[src/rtl/max7219_pkg.sv]
// max7219_pkg: MAX7219 register map, init-word table and sequencer state encoding.
package max7219_pkg;

   localparam logic [7:0] ADDR_DIGIT0    = 8'h01;
   localparam logic [7:0] ADDR_DECODE    = 8'h09;
   localparam logic [7:0] ADDR_INTENSITY = 8'h0A;
   localparam logic [7:0] ADDR_SCAN      = 8'h0B;
   localparam logic [7:0] ADDR_SHUTDOWN  = 8'h0C;
   localparam logic [7:0] ADDR_TEST      = 8'h0F;

   localparam logic [2:0] INIT_LAST  = 3'd4;
   localparam logic [2:0] FRAME_LAST = 3'd7;

   typedef enum logic [2:0] {INIT, WAIT_INIT, IDLE, REFRESH, WAIT_REF, CFG, WAIT_CFG} state_t;

   // Power-up sequence; intensity is the only live field.
   function automatic logic [15:0] init_word(input logic [2:0] idx, input logic [3:0] intensity);
      return idx == 3'd0 ? {ADDR_TEST, 8'h00} :
             idx == 3'd1 ? {ADDR_SCAN, 8'h07} :
             idx == 3'd2 ? {ADDR_DECODE, 8'hFF} :
             idx == 3'd3 ? {ADDR_INTENSITY, 4'h0, intensity} :
                           {ADDR_SHUTDOWN, 8'h01};
   endfunction

   function automatic logic [15:0] digit_word(input logic [2:0] k, input logic [31:0] td, input logic [7:0] dp);
      return {ADDR_DIGIT0 + 8'(k), dp[k], 3'b000, td[{k, 2'b00} +: 4]};
   endfunction

endpackage

[src/rtl/max7219_seq.sv]
// max7219_seq: MAX7219 init / refresh / intensity sequencer driving a req/ack SPI word transmitter.
module max7219_seq
   import max7219_pkg::*;
#(
   parameter int REFRESH_DIV = 2_500_000,
   parameter int ACK_TIMEOUT = 4096
) (
   input  logic        clk,
   input  logic        rst_n,
   input  logic [31:0] time_data,
   input  logic [7:0]  dp_mask,
   input  logic [3:0]  intensity,
   input  logic        cfg_update,
   output logic        spi_req,
   output logic [15:0] spi_word,
   input  logic        spi_ack,
   output logic        init_done,
   output logic        busy,
   output logic        err
);

   state_t      state_q, state_d;
   logic [2:0]  idx_q, idx_d;
   logic [31:0] snap_td_q, snap_td_d;
   logic [7:0]  snap_dp_q, snap_dp_d;
   logic [31:0] rcnt_q, rcnt_d;
   logic [31:0] tcnt_q, tcnt_d;
   logic [15:0] word_q, word_d;
   logic        req_q, req_d, done_q, done_d, err_q, err_d, busy_q, busy_d;
   logic        pend_q, pend_d, force_q, force_d;
   logic        acked, tout, trig;

   always_comb begin
      state_d   = state_q;
      idx_d     = idx_q;
      snap_td_d = snap_td_q;
      snap_dp_d = snap_dp_q;
      word_d    = word_q;
      req_d     = req_q;
      done_d    = done_q;
      err_d     = err_q;
      force_d   = force_q;
      pend_d    = pend_q | cfg_update;
      acked     = req_q & spi_ack;
      tout      = req_q & ~spi_ack & (tcnt_q == 32'(ACK_TIMEOUT - 1));
      trig      = force_q | ({time_data, dp_mask} != {snap_td_q, snap_dp_q}) | (rcnt_q >= 32'(REFRESH_DIV - 1));
      tcnt_d    = req_q ? tcnt_q + 32'd1 : 32'd0;
      // Saturate so a trigger deferred behind a CFG word is not lost.
      rcnt_d    = !done_q ? rcnt_q : (rcnt_q >= 32'(REFRESH_DIV - 1)) ? rcnt_q : rcnt_q + 32'd1;
      if (tout) begin
         req_d   = 1'b0;
         err_d   = 1'b1;
         done_d  = 1'b0;
         idx_d   = 3'd0;
         state_d = INIT;
      end else begin
         case (state_q)
            INIT: begin
               req_d   = 1'b1;
               word_d  = init_word(idx_q, intensity);
               state_d = WAIT_INIT;
            end
            WAIT_INIT: if (acked) begin
               req_d   = 1'b0;
               idx_d   = idx_q == INIT_LAST ? 3'd0 : idx_q + 3'd1;
               done_d  = idx_q == INIT_LAST;
               force_d = idx_q == INIT_LAST;
               state_d = idx_q == INIT_LAST ? IDLE : INIT;
            end
            IDLE: if (pend_q) state_d = CFG;
               else if (trig) begin
                  snap_td_d = time_data;
                  snap_dp_d = dp_mask;
                  rcnt_d    = 32'd0;
                  force_d   = 1'b0;
                  idx_d     = 3'd0;
                  state_d   = REFRESH;
               end
            REFRESH: begin
               req_d   = 1'b1;
               word_d  = digit_word(idx_q, snap_td_q, snap_dp_q);
               state_d = WAIT_REF;
            end
            WAIT_REF: if (acked) begin
               req_d   = 1'b0;
               idx_d   = idx_q + 3'd1;
               state_d = idx_q == FRAME_LAST ? IDLE : REFRESH;
            end
            CFG: begin
               req_d   = 1'b1;
               word_d  = {ADDR_INTENSITY, 4'h0, intensity};
               pend_d  = cfg_update;
               state_d = WAIT_CFG;
            end
            WAIT_CFG: if (acked) begin
               req_d   = 1'b0;
               state_d = IDLE;
            end
            default: state_d = INIT;
         endcase
      end
      busy_d = req_d | (state_d != IDLE);
   end

   always_ff @(posedge clk) begin
      if (!rst_n) begin
         state_q   <= INIT;
         idx_q     <= 3'd0;
         snap_td_q <= 32'd0;
         snap_dp_q <= 8'd0;
         rcnt_q    <= 32'd0;
         tcnt_q    <= 32'd0;
         word_q    <= 16'h0000;
         req_q     <= 1'b0;
         done_q    <= 1'b0;
         err_q     <= 1'b0;
         busy_q    <= 1'b0;
         pend_q    <= 1'b0;
         force_q   <= 1'b0;
      end else begin
         state_q   <= state_d;
         idx_q     <= idx_d;
         snap_td_q <= snap_td_d;
         snap_dp_q <= snap_dp_d;
         rcnt_q    <= rcnt_d;
         tcnt_q    <= tcnt_d;
         word_q    <= word_d;
         req_q     <= req_d;
         done_q    <= done_d;
         err_q     <= err_d;
         busy_q    <= busy_d;
         pend_q    <= pend_d;
         force_q   <= force_d;
      end
   end

   assign spi_req   = req_q;
   assign spi_word  = word_q;
   assign init_done = done_q;
   assign busy      = busy_q;
   assign err       = err_q;

endmodule

[config.mk]
export PLATFORM = sky130hd
export DESIGN_NAME = max7219_seq
export DESIGN_NICKNAME = d
export VERILOG_FILES = /design/src/rtl/max7219_pkg.sv /design/src/rtl/max7219_seq.sv
export SDC_FILE = /design/constraint.sdc
export NUM_CORES = 1
export LEC_CHECK = 0
export ABC_AREA = 1
export BUFFER_PORTS_ARGS = -buffer_cell sky130_fd_sc_hd__buf_4
export CAP_MARGIN = 15
export CORE_MARGIN = 2
export CORE_UTILIZATION = 50
export DETAILED_ROUTE_END_ITERATION = 6
export PLACE_DENSITY = 0.69
export SETUP_SLACK_MARGIN = 0.2
export SLEW_MARGIN = 5
export SYNTH_ARGS = -nofsm -noshare
export SYNTH_HDL_FRONTEND = slang
export SYNTH_SLANG_ARGS = --single-unit
[constraint.sdc]
create_clock -name clk -period 5.7 [get_ports clk]
set_clock_uncertainty 0.05 [all_clocks]
set_input_delay 0.57 -clock clk [delete_from_list [all_inputs] [get_ports clk]]
set_output_delay 0.57 -clock clk [all_outputs]
set_load 0.02 [all_outputs]
* Yosys cells after proc, flatten, opt, wreduce, memory -nomap -nowiden
Cells that the tools add are included.
Operators by class: bitwise operators 11, muxes and demuxes 37, $lt $le $gt $ge 2, shifts and indexed selects 1, multipliers 0, equality and inequality tests 18, div/mod/pow operators 0, reduce and logical (&&, ||, !) cells 14, $add $sub $neg 4
Operators by type and width (count):
- $mux W32 | 6
- $add A32 B1 Y32 const B | 2
- $pmux W16 S3 | 1
- $mux W11 | 4
- $ne A40 B40 Y1 | 1
- $mux W3 | 11
- $eq A32 B12 Y1 const B | 1
- $ge A32 B22 Y1 const B | 1
- $shiftx A32 B6 Y4 | 1
- $pmux W3 S7 | 1
- $eq A3 B3 Y1 const B | 5
- $eq A3 B2 Y1 const B | 4
- $reduce_and A5 Y1 | 2
- $mux W1 | 9
- $pmux W3 S3 | 1
- $ne A2 B2 Y1 const B | 4
- $eq A3 B1 Y1 const B | 2
- $logic_not A3 Y1 | 2
- $reduce_and A2 Y1 | 3
- $reduce_bool A3 Y1 | 2
- $reduce_or A3 Y1 | 2
- $add A1 B3 Y4 const A | 1
- $lt A3 B4 Y1 const B | 1
- $not A1 Y1 | 4
- other kinds (10) | 16
Word-level totals: latch bits 0, bits in writable memories 0, memories kept 0, bits in read-only memories 0, input port bits 48, register bits 132

* Longest topological paths before layout
Gate-level depths: netlist of run 1.
word-level depth 9, depth in mapped cells 15, mapped depth without buffers 14

* Least setup slack after synthesis of run 1
Ideal clock, no wire load.
path type input -> register, from in time_data[31], to reg rcnt_q[22], stages 13, arrival 1.706 ns, setup slack 3.882 ns, buffers on the path 2, required time 5.588 ns, cell sequence inv_1 nor2_1 nor2_1 nand3_1 nor2_1 nand2_1 nor2_1 nand3_1 nand2_4 nand2_2 buf_6 buf_6 nor2_2
Between the ends: cells in the longest elaborated chain, start to end 7
RTL lines:
- start, declared | line max7219_seq.sv:10 | input logic [31:0] time_data,
- $ne A40 B40 Y1 | line max7219_seq.sv:46 | trig = force_q | ({time_data, dp_mask} != {snap_td_q, snap_dp_q}) | (rcnt_q >= 32'(REFRESH_DIV - 1));
- $or A1 B1 Y1 (2 in series) | line max7219_seq.sv:46
- $mux W32 | line max7219_seq.sv:71 | else if (trig) begin
- $mux W32 | line max7219_seq.sv:70 | IDLE: if (pend_q) state_d = CFG;
- $mux W32 | line max7219_seq.sv:57 | case (state_q)
- $mux W32 | line max7219_seq.sv:50 | if (tout) begin
- end signal, assigned | line max7219_seq.sv:125 | rcnt_q <= rcnt_d;
- end, declared | line max7219_seq.sv:26 | logic [31:0] rcnt_q, rcnt_d;
No other way between the ends. A chain may end at the register's enable or synchronous reset.

* Worst setup path after layout of run 1
from reg rcnt_q[0], to reg rcnt_q[8]
Between the ends: cells in the longest elaborated chain, start to end 7, elaborated cells between the ends (all ways) 9, classes of those cells 1 x add/sub; 1 x order compare; 6 x mux; 1 x bitwise
RTL lines:
- $add A32 B1 Y32 or $ge A32 B22 Y1 (tied branches) | line max7219_seq.sv:49, max7219_seq.sv:46
- $mux W32 (2 in series) | line max7219_seq.sv:49 | rcnt_d = !done_q ? rcnt_q : (rcnt_q >= 32'(REFRESH_DIV - 1)) ? rcnt_q : rcnt_q + 32'd1;
- $mux W32 | line max7219_seq.sv:71
- $mux W32 | line max7219_seq.sv:70
- $mux W32 | line max7219_seq.sv:57
- $mux W32 * | line max7219_seq.sv:50
Mark *: on every way between the ends. The rest lies on a longest branch, timed or not.

==> metrics.yaml, run 1 <==
final-setup-viol-count: 0
rsz0062_at_grt: "false"
ir_worst_vdd_v: 0.000204
status: "complete, no violations"
synth_ff_type: "dfxtp_1"
track_usage: 0.239
netlist_instances: 1094
finalSetupTns_ns: 0
layout-drive-gt1-share: 0.122
fin_util: 0.589
min_from: "cfg_update"
start_util: 0.509
initialDrtViolationCount: 392
cp_max_fo: 42
ys_types: 39
syn_area_per_cell_sq_um: 6.41
multi_input_area_sq_um: 3710
fmax_mhz: 356
cts_hold_buf: 0
die_w_um: 122
slew_headroom: 0.463
grt.overflow.total: 0
ys_ff_latch: 126
cp-end-kind: "flip-flop"
hp-class: "input pin to flip-flop"
routabilityCongestion: 0.898
start_kind: "flip-flop"
die_y_um: 122
dp.cells: 1307
syn_to_final_growth_pct: 15.8
die_area_sq_um: 15000
hold_violations: 0
grt_max_degree: 57
drv_cap: 0
syn_area_sq_um: 7010
worstPathRequired_ns: 6.00
grt_pass1_wl_um: 28400
cts_buffer_depth: 2
vias_per_cell: 5.08
final_nets: 1202
antenna_cells: 0
dp.final_hpwl_um: 12300
antenna_found_initial: 0
cts.repair.resized: 0
finalPower_mw: 2.22
route.detailed.drc: 0
portBuffers: 63
first_global_vias: 6184
synthArstFlopShare: 0
tritoncts: "done"
r2r_start: "rcnt_q[0]"
synth_edf_count: 0
drt-total-wl_um: 17200
critPathArrivalTime_ns: 3.11
slew_violations: 0
clock-sinks: 126
period_minus_slack_ns: 2.81
numCtsBuffers: 17
clk_pin_slew_worst_paths_ns: 0.06
dr.pass1.iters: 5
rows: 43
tightestPinTransition_ns: 0.804
fin_crit_sh: 0.492
wl_per_cell_um: 12.8
regArea_sq_um: 2520
core_sq_um: 13800
vias: 6800
ant_nets: 0
io_pins: 68
clock_latency_ns: 0.42
ys_warn_count: 0
cts_root_buffer: "clkbuf_16"
fillers: 1393
cts_setup_buffers: 0
crit_path_start: "rcnt_q[0]"
whs_ns: 0.360
instances_no_fill: 1339
p_leak_nw: 3.39
yosysSeqAreaShare: 0.360
powerDensity_nw_per_um2: 273
worstSetupPathType: "flip-flop to flip-flop"
h-tree-depth: 4
==> Yosys cell counts, drive strengths merged, types with 2 or more instances <==
cell | n | share of area
nor4 | 7 | 0.0080
o21a | 5 | 0.0054
nand2 | 216 | 0.12
o22ai | 2 | 0.0018
nand3 | 51 | 0.036
or2 | 10 | 0.0089
dfxtp | 126 | 0.36
xor2 | 8 | 0.010
clkbuf | 14 | 0.0075
buf | 19 | 0.018
o211ai | 9 | 0.0096
a21oi | 54 | 0.040
nor3 | 26 | 0.022
ha | 8 | 0.014
xnor2 | 16 | 0.020
nor2 | 220 | 0.12
o21ai | 100 | 0.071
inv | 161 | 0.086
nand4 | 31 | 0.028
nor3b | 4 | 0.0043
==> state kept, by name, summed over array words and instances (netlist names) <==
name and cells:
rcnt_q 32, snap_td_q 32, tcnt_q 32, spi_word 10
snap_dp_q 8, idx_q 3, state_q 3, busy 1
err 1, force_q 1, init_done 1, pend_q 1
spi_req 1
==> layout by cell type (no fill, tap or decap), types with 10 or more instances in the layout <==
cell type | Yosys | layout
buf_4 | 6 | 63
o21ai_0 | 97 | 97
nor3_1 | 23 | 23
inv_2 | 11 | 11
or2_2 | 10 | 10
nand2_1 | 210 | 210
a21oi_1 | 52 | 52
clkbuf_16 | 0 | 17
nor2_1 | 207 | 207
xnor2_1 | 16 | 16
dfxtp_1 | 126 | 126
nand3_1 | 51 | 51
inv_1 | 150 | 150
nand4_1 | 31 | 31
nor2_2 | 12 | 12
==> report_power, final <==
part           switching (mW)  internal [mW]  total (mW)  leakage [nW]
registers              0.0245          0.900       0.924          1.02
clock network           0.393          0.655        1.05         0.277
logic                   0.149         0.0960       0.245          2.09
total                   0.567           1.65        2.22          3.39
==> path summary, 6_finish.rpt <==
kind,endpoint,slack [ns],depth (start not counted)
setup / recovery,rcnt_q[8],2.89,12
hold / removal,pend_q,0.36,3
setup reg to reg,rcnt_q[8],2.89,12
hold reg to reg,rcnt_q[25],0.38,2
==> per-layer routing <==
metal  routed length [um]  share of wire  track usage
met1                 8100           0.47        0.307
met2                 8070           0.47        0.398
met3                  780          0.045       0.0525
met4                  224          0.013       0.0761
met5                    0              0            0
==> through the flow <==
step | setup WS (ns) | cell area [sq um]
global placement | 2.72 | 7540
CTS | 2.87 | 8120
detailed placement | 2.69 | 7540
global route | 2.63 | 8120
floorplan | 3.88 | 7020
finish | 2.89 | 8120
==> cells by family after synthesis <==
kind of cell,after synthesis,share of synthesized area
AOI/OAI and AO/OA,175,0.134
xor gates and xnor gates,24,0.0300
adders and majority gates,8,0.0143
buffers and inverters,194,0.112
DFF,126,0.360
other,1,0.000535
and+or+nand+nor,566,0.350
==> final cells by class <==
class / count / share of cell area
Clock buffer: 23 / 0.0613
Sequential cell: 126 / 0.311
Multi-Input combinational cell: 777 / 0.457
Clock inverter: 9 / 0.0103
Tap cell: 180 / 0.0277
Inverter: 161 / 0.0744
Timing Repair Buffer: 63 / 0.0583
==> worst max-delay path, cell delays in order (launching register included) <==
cell and delay (ns):
dfxtp_1 0.33, ha_1 0.22, nand2_1 0.12, o21ai_0 0.12
nand3_1 0.09, nand2_1 0.08, a21oi_2 0.27, nand3_1 0.17
nand2_4 0.36, nand2_2 0.50, inv_2 0.23, nand2_1 0.06
nor2_1 0.09
No activity file was read; power rests on OpenSTA's default activity.
==> run 2: changes to the inputs <==
--- a/config.mk
+++ b/config.mk
@@ -5,13 +5,13 @@
 export SDC_FILE = /design/constraint.sdc
 export NUM_CORES = 1
 export LEC_CHECK = 0
-export ABC_AREA = 1
+export ABC_AREA = 0
 export BUFFER_PORTS_ARGS = -buffer_cell sky130_fd_sc_hd__buf_4
 export CAP_MARGIN = 15
 export CORE_MARGIN = 2
 export CORE_UTILIZATION = 50
 export DETAILED_ROUTE_END_ITERATION = 6
-export PLACE_DENSITY = 0.69
+export PLACE_DENSITY = 0.7
 export SETUP_SLACK_MARGIN = 0.2
 export SLEW_MARGIN = 5
 export SYNTH_ARGS = -nofsm -noshare
==> constraint.sdc (replaced) <==
create_clock -name clk -period 2.6 [get_ports clk]
set_clock_uncertainty 0.05 [all_clocks]
set_input_delay 0.26 -clock clk [delete_from_list [all_inputs] [get_ports clk]]
set_output_delay 0.26 -clock clk [all_outputs]
set_load 0.02 [all_outputs]
==> run 2 against run 1 <==
Register-to-register slack got worse by 2.7 ns. Core utilization up 3.5 points. Setup slack worse by 2.7 ns. Combinational power rose by 19%. Clock power is 120% higher. First-iteration DRC count decreased by 15%. Critical path depth shrank 2. Sequential power increased by 110%. Synthesized cell count decreased by 32%. Critical path type unchanged. Critical endpoint is now snap_td_q[3]. Largest cell class unchanged. Largest power group unchanged.
==> metrics.yaml, run 2 <==
period_minus_slack_ns: 2.42  # was 2.81 ns
most-common-layout-cells: "dfxtp_1, buf_4, nor2_1, xor2_1, nand3_1"  # was nand2_1, nor2_1, inv_1, dfxtp_1, o21ai_0
reg2reg_setup_slack_ns: 0.18  # was 2.89 ns
instances_no_fill: 1003  # was 1339
reg_top3: "rcnt_q: 32 flops, snap_td_q: 32 flops, tcnt_q: 32 flops"  # unchanged
intPower_mw: 3.60  # was 1.65 mW
final_nets: 874  # was 1202
p_leak_nw: 2.99  # was 3.39 nW
synthTopCellsByArea: "dfxtp_1, xor2_1, nor2_1, nand3_1, a21oi_1"  # was dfxtp_1, nand2_1, nor2_1, inv_1, o21ai_0
syn_area_per_cell_sq_um: 8.50  # was 6.41 sq um
clock_latency_ns: 0.42  # about the same
status: "complete, no violations"  # unchanged
grt_max_degree: 41  # was 57
cts_root_buffer: "clkbuf_16"  # unchanged
antenna_cells: 0  # unchanged
vias_per_cell: 5.71  # was 5.08
slowest_stage: "nor4_1"  # was nand2_2
powerDensity_nw_per_um2: 588  # was 273 nW/um^2
path_cells: "xor2_1 -> nor4_1 -> nand4_1 -> nor4_4 -> buf_4 -> a31oi_4 -> buf_12 -> clkbuf_16 -> nand3_1 -> a21oi_1"  # was ha_1 -> nand2_1 -> o21ai_0 -> nand3_1 -> nand2_1 -> a21oi_2 -> nand3_1 -> nand2_4 -> nand2_2 -> inv_2 -> nand2_1 -> nor2_1
fmax_mhz: 413  # was 356 MHz
finalSetupTns_ns: 0  # unchanged
antenna_found_initial: 0  # unchanged
p_seq_frac: 0.427  # was 0.417
core_sq_um: 12500  # was 13800 sq um
yosysSeqAreaShare: 0.397  # was 0.360
ys_types: 57  # was 39
fillers: 1075  # was 1393
synthArstFlopShare: 0  # unchanged
die_w_um: 117  # was 122 um
worstSetupPathType: "flip-flop to flip-flop"  # unchanged
critPathMaxStageDelay_ns: 0.40  # was 0.50 ns
slew_headroom: 0.351  # was 0.463
dr.pass1.iters: 5  # unchanged
worstPathRequired_ns: 2.84  # was 6.00 ns
rows: 41  # was 43
regArea_sq_um: 2520  # about the same
whs_ns: 0.0544  # was 0.360 ns
grt.overflow.total: 0  # unchanged
die_y_um: 117  # was 122 um
syn_area_sq_um: 6350  # was 7010 sq um
combPwrFrac: 0.063  # was 0.111
ir_worst_vdd_v: 0.000501  # was 0.000204 V
synth_largest_area_cell: "dfxtp_1"  # unchanged
clock-sinks: 126  # unchanged
hold_violations: 0  # unchanged
dp.final_hpwl_um: 10900  # was 12300 um
hp-class: "input pin to flip-flop"  # unchanged
clk_pin_slew_worst_paths_ns: 0.05  # was 0.06 ns
route.detailed.drc: 0  # unchanged
die_area_sq_um: 13600  # was 15000 sq um
dp.cells: 961  # was 1307
syn_to_final_growth_pct: 23.2  # was 15.8%
finalPower_mw: 4.60  # was 2.22 mW
final-setup-viol-count: 0  # unchanged
cp-end-kind: "flip-flop"  # unchanged
multi_input_area_sq_um: 3600  # was 3710 sq um
critPathArrivalTime_ns: 2.66  # was 3.11 ns
cts_buffer_depth: 2  # unchanged
synth_edf_count: 0  # unchanged
ys_ff_latch: 126  # unchanged
tightestPinTransition_ns: 0.972  # was 0.804 ns
routabilityCongestion: 0.860  # was 0.898
synth_ff_type: "dfxtp_1"  # unchanged
numCtsBuffers: 17  # unchanged
clockPowerShare: 0.509  # was 0.473
ys_warn_count: 0  # unchanged
p_sw_frac: 0.218  # was 0.256
grt_pass1_wl_um: 25400  # was 28400 um
start_kind: "flip-flop"  # unchanged
h-tree-depth: 4  # unchanged
track_usage: 0.237  # was 0.239
net-switching-power_mw: 1.00  # was 0.567 mW
initialDrtViolationCount: 332  # was 392
tritoncts: "done"  # unchanged
drt-total-wl_um: 16000  # was 17200 um
drv_cap: 0  # unchanged
yosysTopAreaCellShare: 0.397  # was 0.360
synth_most_common_cell: "dfxtp_1"  # was nand2_1
mostFrequentLayoutCell: "dfxtp_1"  # was nand2_1
rsz0062_at_grt: "true"  # was false
synthTopCellsByCount: "dfxtp_1, nor2_1, xor2_1"  # was nand2_1, nor2_1, inv_1
layout-drive-gt1-share: 0.191  # was 0.122
start_util: 0.507  # was 0.509
io_pins: 68  # unchanged
fin_crit_sh: 0.931  # was 0.492
netlist_instances: 747  # was 1094
portBuffers: 63  # unchanged
slew_violations: 0  # unchanged
wl_per_cell_um: 15.9  # was 12.8 um
cp_max_fo: 20  # was 42
first_global_vias: 5423  # was 6184
vias: 5725  # was 6800
ant_nets: 0  # unchanged
[run 2: cell types whose count changed in the layout (fill, tap and decap cells not counted), sizes merged, moves of 8 or more]
cell	change
nor2	-133
o21ai	-41
mux4	+10
and3	+16
nor3	-16
xor2	+57
nor4	+12
inv	-146
o211ai	-8
buf	+29
nand4	-8
or2	-8
nand3	+10
nand2	-156
[run 2: final timing paths]
kind | cells after the start | endpoint | start
setup / recovery | 10 | snap_td_q[3] | snap_dp_q[0]
hold / removal | 3 | pend_q | cfg_update
setup reg to reg | 10 | snap_td_q[3] | snap_dp_q[0]
hold reg to reg | 1 | tcnt_q[0] | tcnt_q[0]
[run 2: area by class of cell]
cell class,instances,share of cell area
Timing Repair Buffer,94,0.106
Sequential cell,126,0.323
Clock buffer,26,0.0651
Inverter,16,0.00768
Tap cell,172,0.0275
Multi-Input combinational cell,563,0.461
Clock inverter,6,0.0102
[run 2: critical path, delay by kind of cell (launching register included)]
| kind | cells | cell delay [ns] |
|---|---|---|
| xor gates and xnor gates | 1 | 0.20 |
| DFF | 1 | 0.34 |
| AOI/OAI and AO/OA | 2 | 0.20 |
| buffers and inverters | 3 | 0.54 |
| and+or+nand+nor | 4 | 0.95 |
[run 2: what timing repair did]
item | CTS | global route
cloned | 0 | 3
resized for setup | 3 | 12
setup endpoints to repair | 59 | 71
pin swaps | 2 | 6
hold buffers | 0 | 0
buffers inserted | 1 | 6
[run 2: cell families (layout without fill, tap and decap cells)]
| group | count (synthesis) | in the layout | synth area share |
|---|---|---|---|
| compound gates | 147 | 148 | 0.136 |
| xor+xnor | 85 | 85 | 0.117 |
| fa+ha+maj | 8 | 8 | 0.0158 |
| buf+inv | 62 | 142 | 0.0447 |
| flops | 126 | 126 | 0.397 |
| mux | 18 | 18 | 0.0483 |
| other cells | 1 | 4 | 0.000591 |
| simple gates | 300 | 300 | 0.240 |
[run 2: power groups by stage]
stage	registers [mW]	logic (mW)	clock network, mW
final	1.97	0.292	2.34
after global routing	1.97	0.315	2.45
after CTS	1.97	0.290	2.38
after detailed placement	2.01	0.288	0
after global placement	2.01	0.284	0
after floorplan	2.01	0.146	0
[run 2: per-stage QoR]
stage / util / cell area [sq um] / setup WS [ns]
floorplan: - / 6360 / 0.410
global placement: 0.564 / 7060 / 0.177
detailed placement: 0.564 / 7060 / 0.0947
CTS: 0.612 / 7660 / 0.240
global route: 0.625 / 7820 / 0.0113
finish: 0.625 / 7820 / 0.179
[run 2: per-layer routing]
layer  track usage  vias up  routed length [um]
li1              -     2775                   -
met1         0.285     2715                6810
met3        0.0560       43                 852
met5             0        -                   0
met2         0.403      192                7810
met4         0.107        0                 497
